==> config.mk <==
export PLATFORM = sky130hd
export DESIGN_NAME = vending_machine_flat
export DESIGN_NICKNAME = d
export VERILOG_FILES = /design/src/rtl/vending_machine_if.sv /design/src/rtl/vending_machine.sv /design/src/flat_wrapper.sv
export SDC_FILE = /design/constraint.sdc
export NUM_CORES = 1
export LEC_CHECK = 0
export BUFFER_PORTS_ARGS = -buffer_cell sky130_fd_sc_hd__buf_4
export CAP_MARGIN = 20
export CORE_UTILIZATION = 45
export CTS_CLUSTER_SIZE = 40
export DETAILED_ROUTE_END_ITERATION = 6
export REMOVE_ABC_BUFFERS = 1
export SKIP_LAST_GASP = 1
export SLEW_MARGIN = 20
export SYNTH_ARGS = -nofsm -noshare
export SYNTH_HDL_FRONTEND = slang
export SYNTH_SLANG_ARGS = --single-unit
==> constraint.sdc <==
create_clock -name clk -period 8.2 [get_ports clk]
set_clock_uncertainty 0.1 [all_clocks]
set_input_delay 0.41 -clock clk [delete_from_list [all_inputs] [get_ports clk]]
set_output_delay 0.41 -clock clk [all_outputs]
set_load 0.05 [all_outputs]
==> src/rtl/vending_machine_if.sv <==
// rtl/vending_machine_if.sv - coin-mech/keypad inputs and dispenser/hopper outputs
interface vending_machine_if;
   logic [15:0] money_input;
   logic        swa, swb, swc, swd;
   logic        sw1, sw2, sw3, sw4;
   logic [15:0] change;
   logic [15:0] price;
   logic [3:0]  selection;
   logic        success;

   modport master (
      output money_input, swa, swb, swc, swd, sw1, sw2, sw3, sw4,
      input  change, price, selection, success
   );

   modport slave (
      input  money_input, swa, swb, swc, swd, sw1, sw2, sw3, sw4,
      output change, price, selection, success
   );
endinterface

==> src/rtl/vending_machine.sv <==
// rtl/vending_machine.sv - coin-credit vending controller for a 4x4 item matrix
module vending_machine #(
   parameter int TIMEOUT_CYCLES = 100
) (
   input  logic         clk,
   input  logic         reset,
   vending_machine_if.slave bus
);
   localparam int CW = $clog2(TIMEOUT_CYCLES + 1);

   typedef enum logic [1:0] {IDLE, CREDIT, ROW} state_t;

   state_t        state;
   logic [15:0]   credit;
   logic [15:0]   last_in;
   logic [1:0]    row_q;
   logic [3:0]    rows_q, cols_q;
   logic [CW-1:0] idle_cnt;
   logic          reset_q;

   logic [3:0]  rows, cols, row_rise, col_rise;
   logic        row_valid, col_valid;
   logic [1:0]  row_idx, col_idx;
   logic        coin;
   logic [16:0] credit_sum;
   logic [15:0] credit_next;
   logic [15:0] item_price;
   logic        activity, busy, timeout_fire;

   function automatic logic [1:0] enc4(input logic [3:0] v);
      case (v)
         4'b0010: enc4 = 2'd1;
         4'b0100: enc4 = 2'd2;
         4'b1000: enc4 = 2'd3;
         default: enc4 = 2'd0;
      endcase
   endfunction

   function automatic logic [15:0] base_price(input logic [1:0] r);
      case (r)
         2'd0:    base_price = 16'd100;
         2'd1:    base_price = 16'd250;
         2'd2:    base_price = 16'd75;
         default: base_price = 16'd50;
      endcase
   endfunction

   assign rows     = {bus.swd, bus.swc, bus.swb, bus.swa};
   assign cols     = {bus.sw4, bus.sw3, bus.sw2, bus.sw1};
   assign row_rise = rows & ~rows_q;
   assign col_rise = cols & ~cols_q;

   // A press counts only if it is the sole key of its group that is high.
   assign row_valid = $onehot(row_rise) && (rows == row_rise);
   assign col_valid = $onehot(col_rise) && (cols == col_rise);
   assign row_idx   = enc4(row_rise);
   assign col_idx   = enc4(col_rise);

   assign coin        = bus.money_input > last_in;
   assign credit_sum  = {1'b0, credit} + {1'b0, bus.money_input - last_in};
   assign credit_next = !coin ? credit : (credit_sum[16] ? 16'hFFFF : credit_sum[15:0]);
   assign item_price  = base_price(row_q) + 16'(col_idx) * 16'd25;

   assign activity     = coin || row_valid || col_valid;
   assign busy         = (credit != 16'd0) || (state == ROW);
   assign timeout_fire = !activity && busy && (idle_cnt == CW'(TIMEOUT_CYCLES - 1));

   always_ff @(posedge clk) begin
      rows_q  <= rows;
      cols_q  <= cols;
      last_in <= bus.money_input;
      reset_q <= reset;
      if (reset) begin
         // Only the first reset cycle refunds; later cycles would see zero credit.
         if (!reset_q)
            bus.change <= credit;
         bus.success   <= 1'b0;
         bus.price     <= 16'd0;
         bus.selection <= 4'd0;
         credit        <= 16'd0;
         idle_cnt      <= '0;
         row_q         <= 2'd0;
         state         <= IDLE;
      end else begin
         credit <= credit_next;
         if (coin)
            bus.price <= 16'd0;

         if (activity || !busy || timeout_fire)
            idle_cnt <= '0;
         else
            idle_cnt <= idle_cnt + 1'b1;

         if (row_valid) begin
            row_q <= row_idx;
            state <= ROW;
         end else if (col_valid && state == ROW) begin
            if (credit_next >= item_price) begin
               bus.success   <= 1'b1;
               bus.selection <= {row_q, col_idx};
               bus.change    <= credit_next - item_price;
               bus.price     <= 16'd0;
               credit        <= 16'd0;
               state         <= IDLE;
            end else begin
               bus.success <= 1'b0;
               bus.price   <= item_price;
               bus.change  <= 16'd0;
               state       <= (credit_next != 16'd0) ? CREDIT : IDLE;
            end
         end else if (timeout_fire) begin
            bus.change  <= credit;
            bus.success <= 1'b0;
            bus.price   <= 16'd0;
            credit      <= 16'd0;
            state       <= IDLE;
         end else if (state == IDLE && credit_next != 16'd0) begin
            state <= CREDIT;
         end
      end
   end
endmodule

==> src/flat_wrapper.sv <==
// flat-port wrapper written by rule: the top's interface ports become plain ports
module vending_machine_flat 
#(
   parameter int TIMEOUT_CYCLES = 100
)
  (clk, reset, bus_money_input, bus_swa, bus_swb, bus_swc, bus_swd, bus_sw1, bus_sw2, bus_sw3, bus_sw4, bus_change, bus_price, bus_selection, bus_success);
  vending_machine_if bus_i ();
  input  logic clk;
  input  logic reset;
  input wire logic [$bits(bus_i.money_input)-1:0] bus_money_input;
  input wire logic [$bits(bus_i.swa)-1:0] bus_swa;
  input wire logic [$bits(bus_i.swb)-1:0] bus_swb;
  input wire logic [$bits(bus_i.swc)-1:0] bus_swc;
  input wire logic [$bits(bus_i.swd)-1:0] bus_swd;
  input wire logic [$bits(bus_i.sw1)-1:0] bus_sw1;
  input wire logic [$bits(bus_i.sw2)-1:0] bus_sw2;
  input wire logic [$bits(bus_i.sw3)-1:0] bus_sw3;
  input wire logic [$bits(bus_i.sw4)-1:0] bus_sw4;
  output wire logic [$bits(bus_i.change)-1:0] bus_change;
  output wire logic [$bits(bus_i.price)-1:0] bus_price;
  output wire logic [$bits(bus_i.selection)-1:0] bus_selection;
  output wire logic [$bits(bus_i.success)-1:0] bus_success;
  assign bus_i.money_input = bus_money_input;
  assign bus_i.swa = bus_swa;
  assign bus_i.swb = bus_swb;
  assign bus_i.swc = bus_swc;
  assign bus_i.swd = bus_swd;
  assign bus_i.sw1 = bus_sw1;
  assign bus_i.sw2 = bus_sw2;
  assign bus_i.sw3 = bus_sw3;
  assign bus_i.sw4 = bus_sw4;
  assign bus_change = bus_i.change;
  assign bus_price = bus_i.price;
  assign bus_selection = bus_i.selection;
  assign bus_success = bus_i.success;
  vending_machine #(.TIMEOUT_CYCLES(TIMEOUT_CYCLES)) u_core (.clk(clk), .reset(reset), .bus(bus_i));
endmodule
# Word-level counts from Yosys, hierarchy flattened
# Cells that the tools add are included.
[totals] in_bits=26 out_inout_bits=37 mem_count=0 ff_bits=89 ram_bits=0 rom_bits=0 latchBits=0
[classes] add_sub_neg=11 n_mul=1 n_shift=0 bitwise=5 n_mux=29 div=0 n_lt_le_gt_ge=2 n_eq_ne=16 n_reduce_logical=26
[op_table] operator="16-bit two-way mux" count=17
[op_table] operator="16-bit nonzero test" count=2
[op_table] operator="16-bit subtractor" count=2
[op_table] operator="8-bit one-hot mux with 3 select lines" count=1
[op_table] operator="16-bit by 16-bit adder with 17-bit output" count=1
[op_table] operator="16-bit greater-or-equal comparator" count=1
[op_table] operator="16-bit > comparator" count=1
[op_table] operator="2-bit one-hot mux with 3 select lines" count=2
[op_table] operator="2-bit two-way mux" count=5
[op_table] operator="8-bit by 7-bit adder with 9-bit output" count=1
[op_table] operator="1-bit by 1-bit adder with 2-bit output" count=4
[op_table] operator="4-bit bitwise AND" count=2
[op_table] operator="4-bit by 2-bit == test with 1-bit output, second input constant" count=2
[op_table] operator="4-bit by 3-bit == test with 1-bit output, second input constant" count=2
[op_table] operator="4-bit == test" count=2
[op_table] operator="4-bit == test, second input constant" count=2
[op_table] operator="4-bit NOT" count=2
[op_table] operator="7-bit by 1-bit adder with 7-bit output, second input constant" count=1
[op_table] operator="7-bit == test, second input constant" count=1
[op_table] operator="2-bit by 5-bit multiplier with 7-bit output, second input constant" count=1
[op_table] operator="3-bit adder" count=2
[op_table] operator="3-bit by 1-bit == test with 1-bit output, second input constant" count=2
[op_table] operator="1-bit logical AND" count=6
[op_table] operator="3-bit AND reduction" count=2
[op_table] operator="other kinds (13)" count=26

# Longest topological paths before layout
[depth] word_depth=15 ltp_mapped=30 ltp_nobuf=29

# Worst setup path before layout
# OpenSTA, ideal clock, no wires.
[synth_timing] kind="in2reg" from="input port bus_money_input[1]" to="register u_core.bus.change[10], data pin" path_stages=28 path_buffers=3 slack_ns=2.204 t_arrival_ns=5.634 setup_ns=0.262 cell_sequence="ha_1 -> nor2b_1 -> o21ai_0 -> a21boi_0 -> o21ai_0 -> a21oi_1 -> a41o_1 -> o41ai_1 -> o311ai_0 -> a21oi_1 -> xnor2_1 -> ha_1 -> nand3_1 -> nor2_1 -> a21bo_2 -> nand3_2 -> clkbuf_1 -> o22ai_1 -> xnor2_1 -> ha_1 -> or2_2 -> a31oi_1 -> o21ai_0 -> nor2_1 -> o2111a_2 -> buf_6 -> buf_4 -> o22ai_1"
[synth_via] elab_chain_len=9 word_cells_on_any_way=11
[synth_lines] element="from (decl)" line="flat_wrapper.sv:10" source="input wire logic [$bits(bus_i.money_input)-1:0] bus_money_input;"
[synth_lines] element="16-bit subtractor" line="vending_machine.sv:60" source="assign credit_sum = {1'b0, credit} + {1'b0, bus.money_input - last_in};"
[synth_lines] element="16-bit by 16-bit adder with 17-bit output" line="vending_machine.sv:60"
[synth_lines] element="16-bit two-way mux" line="vending_machine.sv:61" source="assign credit_next = !coin ? credit : (credit_sum[16] ? 16'hFFFF : credit_sum[15:0]);"
[synth_lines] element="16-bit two-way mux (*)" line="vending_machine.sv:61"
[synth_lines] element="16-bit subtractor or 16-bit greater-or-equal comparator (tied branches)" line="vending_machine.sv:101, vending_machine.sv:98"
[synth_lines] element="16-bit two-way mux (*)" line="vending_machine.sv:98" source="if (credit_next >= item_price) begin"
[synth_lines] element="16-bit two-way mux (*)" line="vending_machine.sv:97" source="end else if (col_valid && state == ROW) begin"
[synth_lines] element="16-bit two-way mux (*)" line="vending_machine.sv:94" source="if (row_valid) begin"
[synth_lines] element="16-bit two-way mux (*)" line="vending_machine.sv:73" source="if (reset) begin"
[synth_lines] element="to (signal assigned)" line="vending_machine.sv:76" source="bus.change <= credit;"
[synth_lines] element="to (signal assigned)" line="vending_machine.sv:101" source="bus.change <= credit_next - item_price;"
[synth_lines] element="to (signal assigned)" line="vending_machine.sv:112" source="bus.change <= credit;"
[synth_lines] element="to (decl)" line="vending_machine_if.sv:18" source="output change, price, selection, success"
# Mark *: on every way between the ends. The rest lies on a longest branch, timed or not. The select of a mux whose other input is x is not followed.
# A chain may end at the register's enable or synchronous reset.

# Worst setup path in the final report
[layout_timing] from="register u_core.last_in[1]" to="register u_core.bus.change[11], data pin"
[layout_via] elab_chain_len=9 word_cells_on_any_way=11
[layout_lines] element="from (decl)" line="vending_machine.sv:15" source="logic [15:0] last_in;"
[layout_lines] element="from (signal assigned)" line="vending_machine.sv:71" source="last_in <= bus.money_input;"
[layout_lines] element="16-bit subtractor" line="vending_machine.sv:60"
[layout_lines] element="16-bit by 16-bit adder with 17-bit output" line="vending_machine.sv:60"
[layout_lines] element="16-bit two-way mux" line="vending_machine.sv:61"
[layout_lines] element="16-bit two-way mux (*)" line="vending_machine.sv:61"
[layout_lines] element="16-bit subtractor or 16-bit greater-or-equal comparator (tied branches)" line="vending_machine.sv:101, vending_machine.sv:98"
[layout_lines] element="16-bit two-way mux (*)" line="vending_machine.sv:98"
[layout_lines] element="16-bit two-way mux (*)" line="vending_machine.sv:97"
[layout_lines] element="16-bit two-way mux (*)" line="vending_machine.sv:94"
[layout_lines] element="16-bit two-way mux (*)" line="vending_machine.sv:73"
# Marks and branches as above.

==> out/metrics.cfg <==
[power]
switchingPower_mw = 0.775
clkPwrFrac = 0.230
p_seq_frac = 0.284
powerDensity_nw_per_um2 = 264
ir_worst_vdd_mv = 0.146
intPower_mw = 1.09
p_comb_frac = 0.486
p_leak_nw = 3.21
p_total_mw = 1.86
p_sw_frac = 0.416

[worst_hold_path]
hold_path.class = input port to flip-flop

[setup_path]
crit_type = flip-flop to flip-flop
cp-end-kind = flip-flop
crit_path_max_fanout = 24
crit_slowest_cell = o2111a_2
arrival_ps = 6920
crit_required_ps = 8210
cp_slowest_stage_delay_ps = 570
critPathLaunchType = flip-flop

[outcome]
status = completed

[cells_and_area]
finish.net_count = 867
syn2layout_area_growth_pct = 15.3
final_cell_mix = 73 x ha_1, 73 x dfxtp_1, 66 x nor2_1, 65 x buf_4, 62 x inv_1
fillerInstances = 1258
diodes = 0
fin_util = 0.532
drive_above_1_share = 0.129

[flow_run]
drv_cap = 0

[drt]
drtIter0Drc = 321
vias = 5148
drc = 0
dr.pass1.iters = 5
wl_mm = 14.4
via_per_inst = 5.46
antenna_left = 0
wl_per_cell_um = 15.3

[timing]
hold_viol_final = 0
fmax_ghz = 0.145
setup_ws_ps = 1300
period_minus_slack_ps = 6900
period_share = 0.842
rsz0062_at_grt = no
setup_viol = 0
slew_viol_final = 0
slew_headroom = 0.511
fin_setup_tns_ps = 0
worst-slew-pin-transition_ps = 734
hold-worst-slack_ps = 52.2

[synthesis]
ys_ff_latch = 89
ys_async_sr_fraction = 0
synth.yosys.seq_area_share = 0.318
ys_warn_count = 0
postSynthAreaPerCell_um2 = 8.69
synthDistinctLibCells = 64
synth-main-ff-cell = dfxtp_1
netlist_area_um2 = 6110
synth-edff-count = 16
synth_cells = 703

[clock_tree]
clk_latency_ps = 360
cts_tree = done
clockRootBuffer = clkbuf_16
cts_resized = 0
clk_pin_slew_worst_paths_ps = 70
numCtsBuffers = 9
cts.sinks = 89
postCtsSetupBuffers = 0
ctsHoldBuffers = 0
h-tree-depth = 3
clockBufferDepth = 2

[floorplan]
dieWidth_um = 119
die_area_um2 = 14000
top_level_ports = 63
rows = 42
die_h_um = 119
core-area_um2 = 13200
start_util = 0.461

[placed_design]
portBuffers = 62
gp_congestion = 0.864
dp_hpwl_mm = 11.3
preCtsSetupSlack_ps = 1190

[global_routing]
grt_max_degree = 39
grt_use_total = 0.213
grt_pass1_vias = 5006
grt_pass1_wl_mm = 23.8
antenna_found_initial = 0
globalRoute.totalOverflow = 0

[Yosys cell counts (all sizes together), types with 2 or more instances]
cell type  count  area share
inv           62       0.038
a41o           2      0.0033
xor2          14       0.020
a31oi          9      0.0092
a22oi          5      0.0061
fa             6       0.020
o2111ai        4      0.0068
a21o          10       0.012
o211ai         7      0.0094
o22ai          9      0.0092
xnor2         32       0.046
o2bb2ai        5      0.0072
o31ai         11       0.014
clkbuf         9      0.0055
o21ai         30       0.025
and3b          2      0.0029
a221oi         2      0.0029
nand4         10       0.010
o21bai        11       0.014
a22o           6      0.0086
nor2b          8      0.0082
nor3          17       0.015
nand3b         2      0.0025
nor4           5      0.0051
o22a           3      0.0043
or3           12       0.012
ha            73        0.15
edfxtp        16       0.079
nand3         19       0.016
o21a           6      0.0074
and3          10       0.010
nor2          66       0.041
a211oi         9       0.013
nand2         40       0.025
a21boi         2      0.0025
buf            8      0.0080
and2          11       0.011
a21oi         39       0.033
dfxtp         73        0.24
nand2b        14       0.014
or2            5      0.0051
mux2i          6      0.0098
[metal layers]
metal  track usage  routed length, µm  up-vias
li1              -                  -     2636
met1         0.263               6570     2380
met2         0.364               7040      111
met3        0.0487                576       21
met4        0.0736                251        0
met5             0                  0        -
[critical path: cells and delay by family, from the launching register on]
kind / cells / cell delay, ps
compound gates: 16 / 3610
xor+xnor: 1 / 150
fa+ha+maj: 4 / 990
buf+inv: 2 / 120
flops: 1 / 310
simple gates: 5 / 1360
[layout make-up]
cell class | count | area, µm² | area share
Clock inverter | 5 | 41.3 | 0.00586
Timing Repair Buffer | 65 | 488 | 0.0692
Sequential cell | 89 | 1940 | 0.276
Multi-Input combinational cell | 535 | 3860 | 0.548
Clock buffer | 11 | 264 | 0.0375
Inverter | 62 | 233 | 0.0330
Tap cell | 176 | 220 | 0.0312
[state kept, by name (all words and copies together), names as in the netlist]
name	cells
u_core.bus.change	16
u_core.bus.price	16
u_core.credit	16
u_core.last_in	16
u_core.idle_cnt	7
u_core.bus.selection	4
u_core.cols_q	4
u_core.rows_q	4
u_core.row_q	2
u_core.state	2
u_core.bus.success	1
u_core.reset_q	1
[power groups by stage]
stage                     Clock, mW  Sequential (mW)  Combinational [mW]
after floorplan                   0            0.552               0.672
after global placement            0            0.540               0.894
after detailed placement          0            0.539               0.897
after CTS                     0.438            0.530               0.902
after global routing          0.454            0.534                1.00
final                         0.428            0.530               0.905
[cell families after synthesis]
family / after synthesis / synth area share
AOI/OAI and AO/OA: 178 / 0.200
DFF: 89 / 0.318
buffers and inverters: 79 / 0.0516
and+or+nand+nor: 225 / 0.184
adders and majority gates: 79 / 0.169
xor gates and xnor gates: 46 / 0.0659
muxes: 7 / 0.0117
[through the flow]
stage,cell area [µm²],instances
5_1_grt,7050,943
3_3_place_gp,6740,927
3_5_place_dp,6740,927
6_report,7050,943
4_1_cts,7040,943
2_1_floorplan,6030,686
[final timing paths]
check                      from                     to  slack [ps]  depth (start not counted)
max           u_core.last_in[1]  u_core.bus.change[11]        1300                         28
min          bus_money_input[0]      u_core.last_in[0]          50                          1
max reg2reg   u_core.last_in[1]  u_core.bus.change[11]        1300                         28
min reg2reg  u_core.idle_cnt[0]     u_core.idle_cnt[0]         350                          1
(Power assumes the default switching activity.)
